## src/rtl/stepper_seq_ctrl.sv

```systemverilog
// Stepper-motor sequencer for one 4-wire H-bridge: accepts move commands,
// walks the 8-entry coil phase table at a programmable rate and tracks absolute position.
//
// state | meaning
// IDLE  | waiting for a command; coils coast or hold the last phase
// RUN   | stepping until steps_left reaches zero or abort
module stepper_seq_ctrl #(
    parameter int CNT_W        = 32,
    parameter int DIV_W        = 16,
    parameter int HALF_STEP_EN = 1,
    parameter int HOLD_EN      = 0
) (
    input  logic             clk,
    input  logic             PRESERN,
    input  logic             cmd_valid,
    output logic             cmd_ready,
    input  logic [CNT_W-1:0] cmd_steps,
    input  logic             cmd_dir,
    input  logic             cmd_half,
    input  logic [DIV_W-1:0] cmd_div,
    input  logic             abort,
    input  logic             pos_clear,
    output logic [3:0]       hb_state,
    output logic             busy,
    output logic             done,
    output logic             aborted,
    output logic [CNT_W-1:0] steps_left,
    output logic [CNT_W-1:0] position
);

    typedef enum logic {ST_IDLE = 1'b0, ST_RUN = 1'b1} state_t;

    state_t           r_state, w_state_nxt;
    logic [2:0]       r_idx;
    logic             r_energised;
    logic             r_dir;
    logic             r_half;
    logic [DIV_W-1:0] r_div;
    logic [DIV_W-1:0] r_tick;
    logic [CNT_W-1:0] r_steps_left;
    logic [CNT_W-1:0] r_position;
    logic [3:0]       r_hb;
    logic             r_done;
    logic             r_aborted;
    logic             r_busy;

    logic             w_accept;
    logic             w_step;
    logic             w_abort_now;
    logic             w_last;
    logic             w_cmd_zero;
    logic             w_half_req;
    logic [2:0]       w_inc;
    logic [2:0]       w_idx_nxt;
    logic [CNT_W-1:0] w_pos_delta;

    function automatic logic [3:0] phase_of(input logic [2:0] idx);
        case (idx)
            3'd0:    phase_of = 4'b1001;
            3'd1:    phase_of = 4'b0001;
            3'd2:    phase_of = 4'b0101;
            3'd3:    phase_of = 4'b0100;
            3'd4:    phase_of = 4'b0110;
            3'd5:    phase_of = 4'b0010;
            3'd6:    phase_of = 4'b1010;
            default: phase_of = 4'b1000;
        endcase
    endfunction

    assign w_cmd_zero  = (cmd_steps == '0);
    assign w_half_req  = (HALF_STEP_EN != 0) ? cmd_half : 1'b0;
    assign w_inc       = r_half ? 3'd1 : 3'd2;
    assign w_idx_nxt   = r_dir ? (r_idx + w_inc) : (r_idx - w_inc);
    assign w_pos_delta = {{(CNT_W-2){1'b0}}, (r_half ? 2'd1 : 2'd2)};

    always_comb begin
        w_state_nxt = r_state;
        w_accept    = 1'b0;
        w_step      = 1'b0;
        w_abort_now = 1'b0;
        w_last      = 1'b0;
        case (r_state)
            ST_IDLE: begin
                if (cmd_valid) begin
                    w_accept = 1'b1;
                    if (!w_cmd_zero) w_state_nxt = ST_RUN;
                end
            end
            ST_RUN: begin
                // abort beats a step falling due on the same edge
                if (abort) begin
                    w_abort_now = 1'b1;
                    w_state_nxt = ST_IDLE;
                end else if (r_tick == '0) begin
                    w_step = 1'b1;
                    if (r_steps_left == {{(CNT_W-1){1'b0}}, 1'b1}) begin
                        w_last      = 1'b1;
                        w_state_nxt = ST_IDLE;
                    end
                end
            end
            default: w_state_nxt = ST_IDLE;
        endcase
    end

    always_ff @(posedge clk or negedge PRESERN) begin
        if (!PRESERN) r_state <= ST_IDLE;
        else          r_state <= w_state_nxt;
    end

    always_ff @(posedge clk or negedge PRESERN) begin
        if (!PRESERN) begin
            r_idx        <= '0;
            r_energised  <= 1'b0;
            r_dir        <= 1'b0;
            r_half       <= 1'b0;
            r_div        <= '0;
            r_tick       <= '0;
            r_steps_left <= '0;
            r_position   <= '0;
            r_hb         <= '0;
            r_done       <= 1'b0;
            r_aborted    <= 1'b0;
            r_busy       <= 1'b0;
        end else begin
            r_done <= w_last | w_abort_now | (w_accept & w_cmd_zero);
            r_busy <= (w_state_nxt == ST_RUN);

            if (w_accept) begin
                r_aborted <= 1'b0;
                if (!w_cmd_zero) begin
                    r_dir        <= cmd_dir;
                    r_half       <= w_half_req;
                    r_div        <= cmd_div;
                    r_tick       <= cmd_div;
                    r_steps_left <= cmd_steps;
                end
            end
            if (w_abort_now) r_aborted <= 1'b1;

            if (r_state == ST_RUN && !w_abort_now) begin
                if (w_step) begin
                    r_tick       <= r_div;
                    r_idx        <= w_idx_nxt;
                    r_steps_left <= r_steps_left - 1'b1;
                    r_energised  <= 1'b1;
                    r_hb         <= phase_of(w_idx_nxt);
                end else begin
                    r_tick <= r_tick - 1'b1;
                end
            end

            if (r_state == ST_IDLE)
                r_hb <= ((HOLD_EN != 0) && r_energised) ? phase_of(r_idx) : 4'b0000;

            if (pos_clear)   r_position <= '0;
            else if (w_step) r_position <= r_dir ? (r_position + w_pos_delta)
                                                 : (r_position - w_pos_delta);
        end
    end

    assign cmd_ready  = (r_state == ST_IDLE);
    assign hb_state   = r_hb;
    assign busy       = r_busy;
    assign done       = r_done;
    assign aborted    = r_aborted;
    assign steps_left = r_steps_left;
    assign position   = r_position;

endmodule

```

## config.mk

```make
export PLATFORM = sky130hd
export DESIGN_NAME = stepper_seq_ctrl
export DESIGN_NICKNAME = d
export VERILOG_FILES = /design/src/rtl/stepper_seq_ctrl.sv
export SDC_FILE = /design/constraint.sdc
export NUM_CORES = 1
export LEC_CHECK = 0
export ABC_AREA = 0
export BUFFER_PORTS_ARGS = -buffer_cell sky130_fd_sc_hd__buf_4
export CORE_UTILIZATION = 40
export DETAILED_ROUTE_END_ITERATION = 12
export GPL_ROUTABILITY_DRIVEN = 1
export SYNTH_ARGS = -nofsm -noshare
export SYNTH_HDL_FRONTEND = slang
export SYNTH_SLANG_ARGS = --single-unit
```

## constraint.sdc

```tcl
create_clock -name clk -period 8.3 [get_ports clk]
set_clock_uncertainty 0.15 [all_clocks]
set_input_delay 2.49 -clock clk [delete_from_list [all_inputs] [get_ports clk]]
set_output_delay 2.49 -clock clk [all_outputs]
set_load 0.01 [all_outputs]
```

==> metrics.yaml, run 1 <==
outcome: "finished, final reports clean"
period_minus_slack_ns: 5.04
clk-insertion-delay-late_ns: 0.36
synthTopCellsByArea: "dfrtp_1, nand2_1, ha_1"
irDropWorstVdd_uv: 103
synthesis.area_um2: 7140
die_x_um: 136
max-slew-margin-rel_pct: 31.1
cts_htree_levels: 3
worstPathMaxFanout: 29
gp_congestion: 0.873
slew_viol_final: 0
cp_cell_sequence: "buf_4 > nor4_1 > nand2_1 > nor4_1 > or3b_2 > nand2_1 > o21ai_1 > nor2b_1 > a311oi_1"
synthTopCellsByCount: "nand2_1, dfrtp_1, nor2_1"
switchingPower_uw: 574
pwr-share-seq_pct: 43.2
powerDensity_nw_per_um2: 189
setup_violations: 0
antenna_found_initial: 0
grt_max_degree: 72
grtUsageTotal_pct: 22.3
design.die.area_um2: 18400
core_area_um2: 17400
syn_area_per_cell_um2: 8.14
clk_pin_slew_ns: 0.08
synth-simple-area-share_pct: 23.4
clock_path_buffers: 2
setup_ws_ns: 3.26
drive_gt1_share_pct: 16.6
slowest_delay_ns: 0.70
cts_setup_buffers: 0
hold_viol: 0
numCtsBuffers: 9
num-fill-cells: 1718
synth_cells: 877
ys_seq_area_share_pct: 37.8
tightestPinTransition_ns: 1.03
synthToLayoutAreaGrowth_pct: 20.0
drcViolationCount: 0
grt_pass1_vias: 6351
die_h_um: 136
nets: 1070
yosysWarnings: 0
synth_fa_ha_area_share_pct: 6.87
drtAntennaViolNets: 0
ys_ff_latch: 108
first_pass_iters: 5
portBuffers: 126
clock_sinks: 108
wire_per_inst_um: 16.4
clockPowerShare_pct: 27.6
diodes: 0
netSwitchingFraction_pct: 35.4
vias: 6767
synth-edff-count: 0
yosysTopAreaCell: "dfrtp_1"
synth_nets: 970
cp-start-kind: "primary input"
worst_setup_path_end_kind: "flop"
start_util_pct: 41.1
cts_root_buf: "clkbuf_16"
cpMaxStageDelayCell: "nor4_1"
wl_mm: 19.8
fin_crit_sh_pct: 60.8
leakage_nw: 3.88
grt_first_pass_wirelength_mm: 32.6
synth_top_area_share_pct: 37.8
hpwl_mm: 14.1
ctsHoldBuffers: 0
required_ns: 8.35
grt_overflow: 0
synth_xor_area_share_pct: 5.03
rsz0062_at_grt: "no"
cts_tree: "built"
setup_tns_ns: 0
num_io_pins: 127
maxCapViolCount: 0
cts.repair.resized: 0
postPlaceCellArea_um2: 8260
p_comb_share_pct: 29.2
arrival_ns: 5.09
synthMuxAreaShare_pct: 0.561
yosys_most_used_dff: "dfrtp_1"
fin_util_pct: 49.4
design_area_um2: 8570
async_flop_share_pct: 100
rows: 48
min_path_type: "flop to flop"
via_per_inst: 5.61
drtIter0Drc: 485
synth_compound_area_share_pct: 22.5
path_class: "primary input to flop"
internal_power_mw: 1.05
fmax_mhz: 198
place_ws_ns: 2.88
yosysMostFrequentCell: "nand2_1"
synth_top_family_by_area: "simple AND/OR/NAND/NOR gates"
synth_cell_type_count: 65
## flip-flops by register name (all words and copies together) (netlist names)
name        flops
position       32
steps_left     32
r_div          16
r_tick         16
hb_state        4
r_idx           3
aborted         1
busy            1
done            1
r_dir           1
r_half          1
## metal layers
layer  up-vias  wire, µm  GRT usage (%)
li1       3372         -              -
met1      3186      9530           31.6
met2       187      8870           35.1
met3        22      1060           2.39
met4         0       362           7.68
met5         -         0              0
## layout make-up
cell class / count / area (µm²) / area share [%]
clock buffer: 10 / 229 / 2.67
clock inverter: 6 / 76.3 / 0.891
inverter: 24 / 90.1 / 1.05
multi-input combinational: 700 / 4180 / 48.8
sequential: 108 / 2700 / 31.5
tap: 225 / 282 / 3.29
timing repair buffer: 134 / 1010 / 11.7
## critical path: cells and delay by family
family	cells	cell delay, ns
compound gates	2	0.29
buf+inv	1	0.11
simple gates	6	2.18
## cell families after synthesis
| family | count (synthesis) |
|---|---|
| fa+ha+maj | 38 |
| xor+xnor | 41 |
| buf+inv | 69 |
| flops | 108 |
| compound gates | 253 |
| mux | 4 |
| simple gates | 364 |
## final timing paths
check | startpoint | to | slack, ns | cells past startpoint
worst max register to register | r_dir$_DFFE_PN0P_ | position[31]$_DFFE_PN0P_ | 4.49 | 11
worst max-delay path | cmd_steps[4] | steps_left[30]$_DFF_PN0_ | 3.26 | 9
worst min-delay path | r_div[6]$_DFFE_PN0P_ | r_div[6]$_DFFE_PN0P_ | 0.33 | 2
worst min register to register | r_div[6]$_DFFE_PN0P_ | r_div[6]$_DFFE_PN0P_ | 0.33 | 2
min in group asynchronous | PRESERN | steps_left[0]$_DFF_PN0_ | 1.95 | 1
max in group asynchronous | PRESERN | r_div[0]$_DFFE_PN0P_ | 4.72 | 2
## power groups by stage
| stage | clock network, mW | logic [mW] | registers, mW |
|---|---|---|---|
| after CTS | 0.464 | 0.476 | 0.698 |
| after global routing | 0.484 | 0.531 | 0.717 |
| final | 0.447 | 0.474 | 0.700 |
| after global placement | 0 | 0.469 | 0.707 |
| after detailed placement | 0 | 0.473 | 0.708 |
| after floorplan | 0 | 0.302 | 0.698 |
## through the flow
stage | instances | power [mW] | hold slack (ns)
2_1_floorplan | 877 | 1.00 | 0.296
3_3_place_gp | 1191 | 1.18 | 0.310
3_5_place_dp | 1191 | 1.18 | 0.315
4_1_cts | 1207 | 1.64 | 0.334
5_1_grt | 1207 | 1.73 | 0.352
6_report | 1207 | 1.62 | 0.329
## layout by cell type, fill, tap and decap left out, drive strengths merged, types with 18 or more instances in the layout
cell / n
nor4: 19
inv: 24
nand2: 152
xnor2: 19
buf: 134
dfrtp: 108
o21ai: 47
ha: 36
nand3: 21
a21oi: 87
a31oi: 18
xor2: 22
nor2: 97
(Power assumes the default switching activity.)
==> inputs of run 2 (changes only) <==
==> constraint.sdc (replaced) <==
create_clock -name clk -period 5.25 [get_ports clk]
set_clock_uncertainty 0.15 [all_clocks]
set_input_delay 1.575 -clock clk [delete_from_list [all_inputs] [get_ports clk]]
set_output_delay 1.575 -clock clk [all_outputs]
set_load 0.01 [all_outputs]
==> metrics.yaml, run 2 (synthesis results as in run 1) <==
drive_gt1_share_pct: 17.0  # was 16.6%
setup_violations: 0  # unchanged
min_from: "r_div[8]$_DFFE_PN0P_"  # was r_div[6]$_DFFE_PN0P_
cts_htree_levels: 3  # unchanged
gp_congestion: 0.861  # was 0.873
internal_power_mw: 1.70  # was 1.05 mW
worst_setup_path_end_kind: "flop"  # unchanged
wl_mm: 20.2  # was 19.8 mm
min_path_type: "flop to flop"  # unchanged
seq_area_um2: 2700  # unchanged
dpl.cell_count: 1196  # was 1191
clk-insertion-delay-late_ns: 0.36  # about the same
rrSetupSlack_ns: 1.38  # was 4.49 ns
r2r_cells: 11  # unchanged
grt_overflow: 0  # unchanged
numCtsBuffers: 9  # unchanged
vias: 6776  # was 6767
design_area_um2: 8610  # was 8570 µm²
fin_crit_sh_pct: 73.6
timing.rr.end: "position[31]$_DFFE_PN0P_"  # unchanged
pwr-share-seq_pct: 42.6  # was 43.2%
cp_cell_sequence: "inv_1 > buf_4 > ha_1 > a2111oi_0 > o221ai_1 > a22o_1 > a2111oi_0 > o2bb2ai_1 > mux2i_1 > xor2_1 > nor2_1"  # was buf_4 > nor4_1 > nand2_1 > nor4_1 > or3b_2 > nand2_1 > o21ai_1 > nor2b_1 > a311oi_1
outcome: "finished, final reports clean"  # unchanged
fmax_mhz: 259
whs_path_depth: 2  # unchanged
grt_pass1_vias: 6295  # was 6351
wire_per_inst_um: 16.7  # was 16.4 µm
rows: 48  # unchanged
maxCapViolCount: 0  # unchanged
drtIter0Drc: 362  # was 485
diodes: 0  # unchanged
clock_path_buffers: 2  # unchanged
cp-start-kind: "flop"  # was primary input
grt_max_degree: 62  # was 72
cts_tree: "built"  # unchanged
via_per_inst: 5.60  # was 5.61
drcViolationCount: 0  # unchanged
core_area_um2: 17400  # unchanged
cts.repair.resized: 0  # unchanged
required_ns: 5.33  # was 8.35 ns
arrival_ns: 3.94  # was 5.09 ns
hpwl_mm: 14.6  # was 14.1 mm
worstPathMaxFanout: 18  # was 29
leakage_nw: 3.91  # was 3.88 nW
antenna_found_initial: 0  # unchanged
powerDensity_nw_per_um2: 303  # was 189 nW/µm²
clk_pin_slew_ns: 0.08  # about the same
irDropWorstVdd_uv: 158  # was 103 µV
portBuffers: 126  # unchanged
grtUsageTotal_pct: 22.4  # was 22.3%
min_to: "r_div[8]$_DFFE_PN0P_"  # was r_div[6]$_DFFE_PN0P_
cts_setup_buffers: 0  # unchanged
path_class: "flop to flop"  # was primary input to flop
die_x_um: 136  # unchanged
drtAntennaViolNets: 0  # unchanged
period_minus_slack_ns: 3.87
cpMostUsedCell: "a2111oi_0"
r2r-start: "r_dir$_DFFE_PN0P_"  # unchanged
rsz0062_at_grt: "no"  # unchanged
place_ws_ns: 1.11  # was 2.88 ns
setup_ws_ns: 1.38  # was 3.26 ns
hold_ws_ns: 0.329  # about the same
clockPowerShare_pct: 28.5  # was 27.6%
slowest_delay_ns: 0.63  # was 0.70 ns
p_comb_share_pct: 28.9  # was 29.2%
netSwitchingFraction_pct: 34.9  # was 35.4%
switchingPower_uw: 910  # was 574 µW
die_h_um: 136  # unchanged
ctsHoldBuffers: 0  # unchanged
synthToLayoutAreaGrowth_pct: 20.6  # was 20.0%
nets: 1075  # was 1070
design.die.area_um2: 18400  # unchanged
num_io_pins: 127  # unchanged
stdcell_count: 1210  # was 1207
slew_viol_final: 0  # unchanged
grt_first_pass_wirelength_mm: 32.6  # about the same
postPlaceCellArea_um2: 8300  # was 8260 µm²
num-fill-cells: 1737  # was 1718
cts_root_buf: "clkbuf_16"  # unchanged
multi_input_area_um2: 4180  # unchanged
hold_viol: 0  # unchanged
layout_commonest_cell: "nand2_1"  # unchanged
clock_sinks: 108  # unchanged
cpMaxStageDelayCell: "a2111oi_0"  # was nor4_1
tightestPinTransition_ns: 0.813  # was 1.03 ns
setup_tns_ns: 0  # unchanged
first_pass_iters: 5  # unchanged
layout.cells.most_common_list: "nand2_1, buf_4, dfrtp_1"  # unchanged
max-slew-margin-rel_pct: 45.8  # was 31.1%
start_util_pct: 41.1  # unchanged
## run 2: worst max path at each step
stage                      startpoint                        to  slack [ns]  cells past startpoint
CTS                 r_dir$_DFFE_PN0P_  position[31]$_DFFE_PN0P_        1.45                     11
floorplan               cmd_steps[27]     r_div[10]$_DFFE_PN0P_        1.71                      9
global placement        cmd_steps[24]  steps_left[30]$_DFF_PN0_        1.19                     10
global route        r_dir$_DFFE_PN0P_  position[31]$_DFFE_PN0P_        1.12                     11
finish              r_dir$_DFFE_PN0P_  position[31]$_DFFE_PN0P_        1.38                     11
detailed placement      cmd_steps[27]   steps_left[4]$_DFF_PN0_        1.11                      8
## run 2: layout make-up
class                   instances  area share, %
clock inverters                 5           1.00
repair buffers                139           12.1
inverters                      24           1.05
multi-input cells             700           48.6
flip-flops and latches        108           31.4
well taps                     225           3.27
clock buffers                   9           2.62
## run 2: metal layers
layer	global-route usage (%)	part of all wire, %	routed length [µm]
met1	31.7	48	9630
met2	35.5	45	9120
met3	2.81	5.4	1090
met5	0	0	0
met4	7.12	1.6	320
## run 2: critical path: cells and delay by family, from the launching register on
family	cells	cell delay [ns]
XOR/XNOR	1	0.17
buffers and inverters	2	0.74
adder cells (fa/ha/maj)	1	0.37
AND/OR/NAND/NOR	1	0.05
AO/OA/AOI/OAI	5	1.63
flip-flops	1	0.40
multiplexers	1	0.24
## run 2: metrics by stage
stage                     power, mW  utilization [%]
after floorplan                1.58                -
after global placement         1.87             47.8
after detailed placement       1.88             47.8
after CTS                      2.62             49.6
after global routing           2.78             49.6
final                          2.61             49.6
## run 2: power by group through the flow
stage / logic, mW / clock network (mW) / registers (mW)
floorplan: 0.477 / 0 / 1.10
CTS: 0.757 / 0.758 / 1.11
global route: 0.846 / 0.792 / 1.14
detailed placement: 0.754 / 0 / 1.13
global placement: 0.744 / 0 / 1.12
finish: 0.753 / 0.743 / 1.11
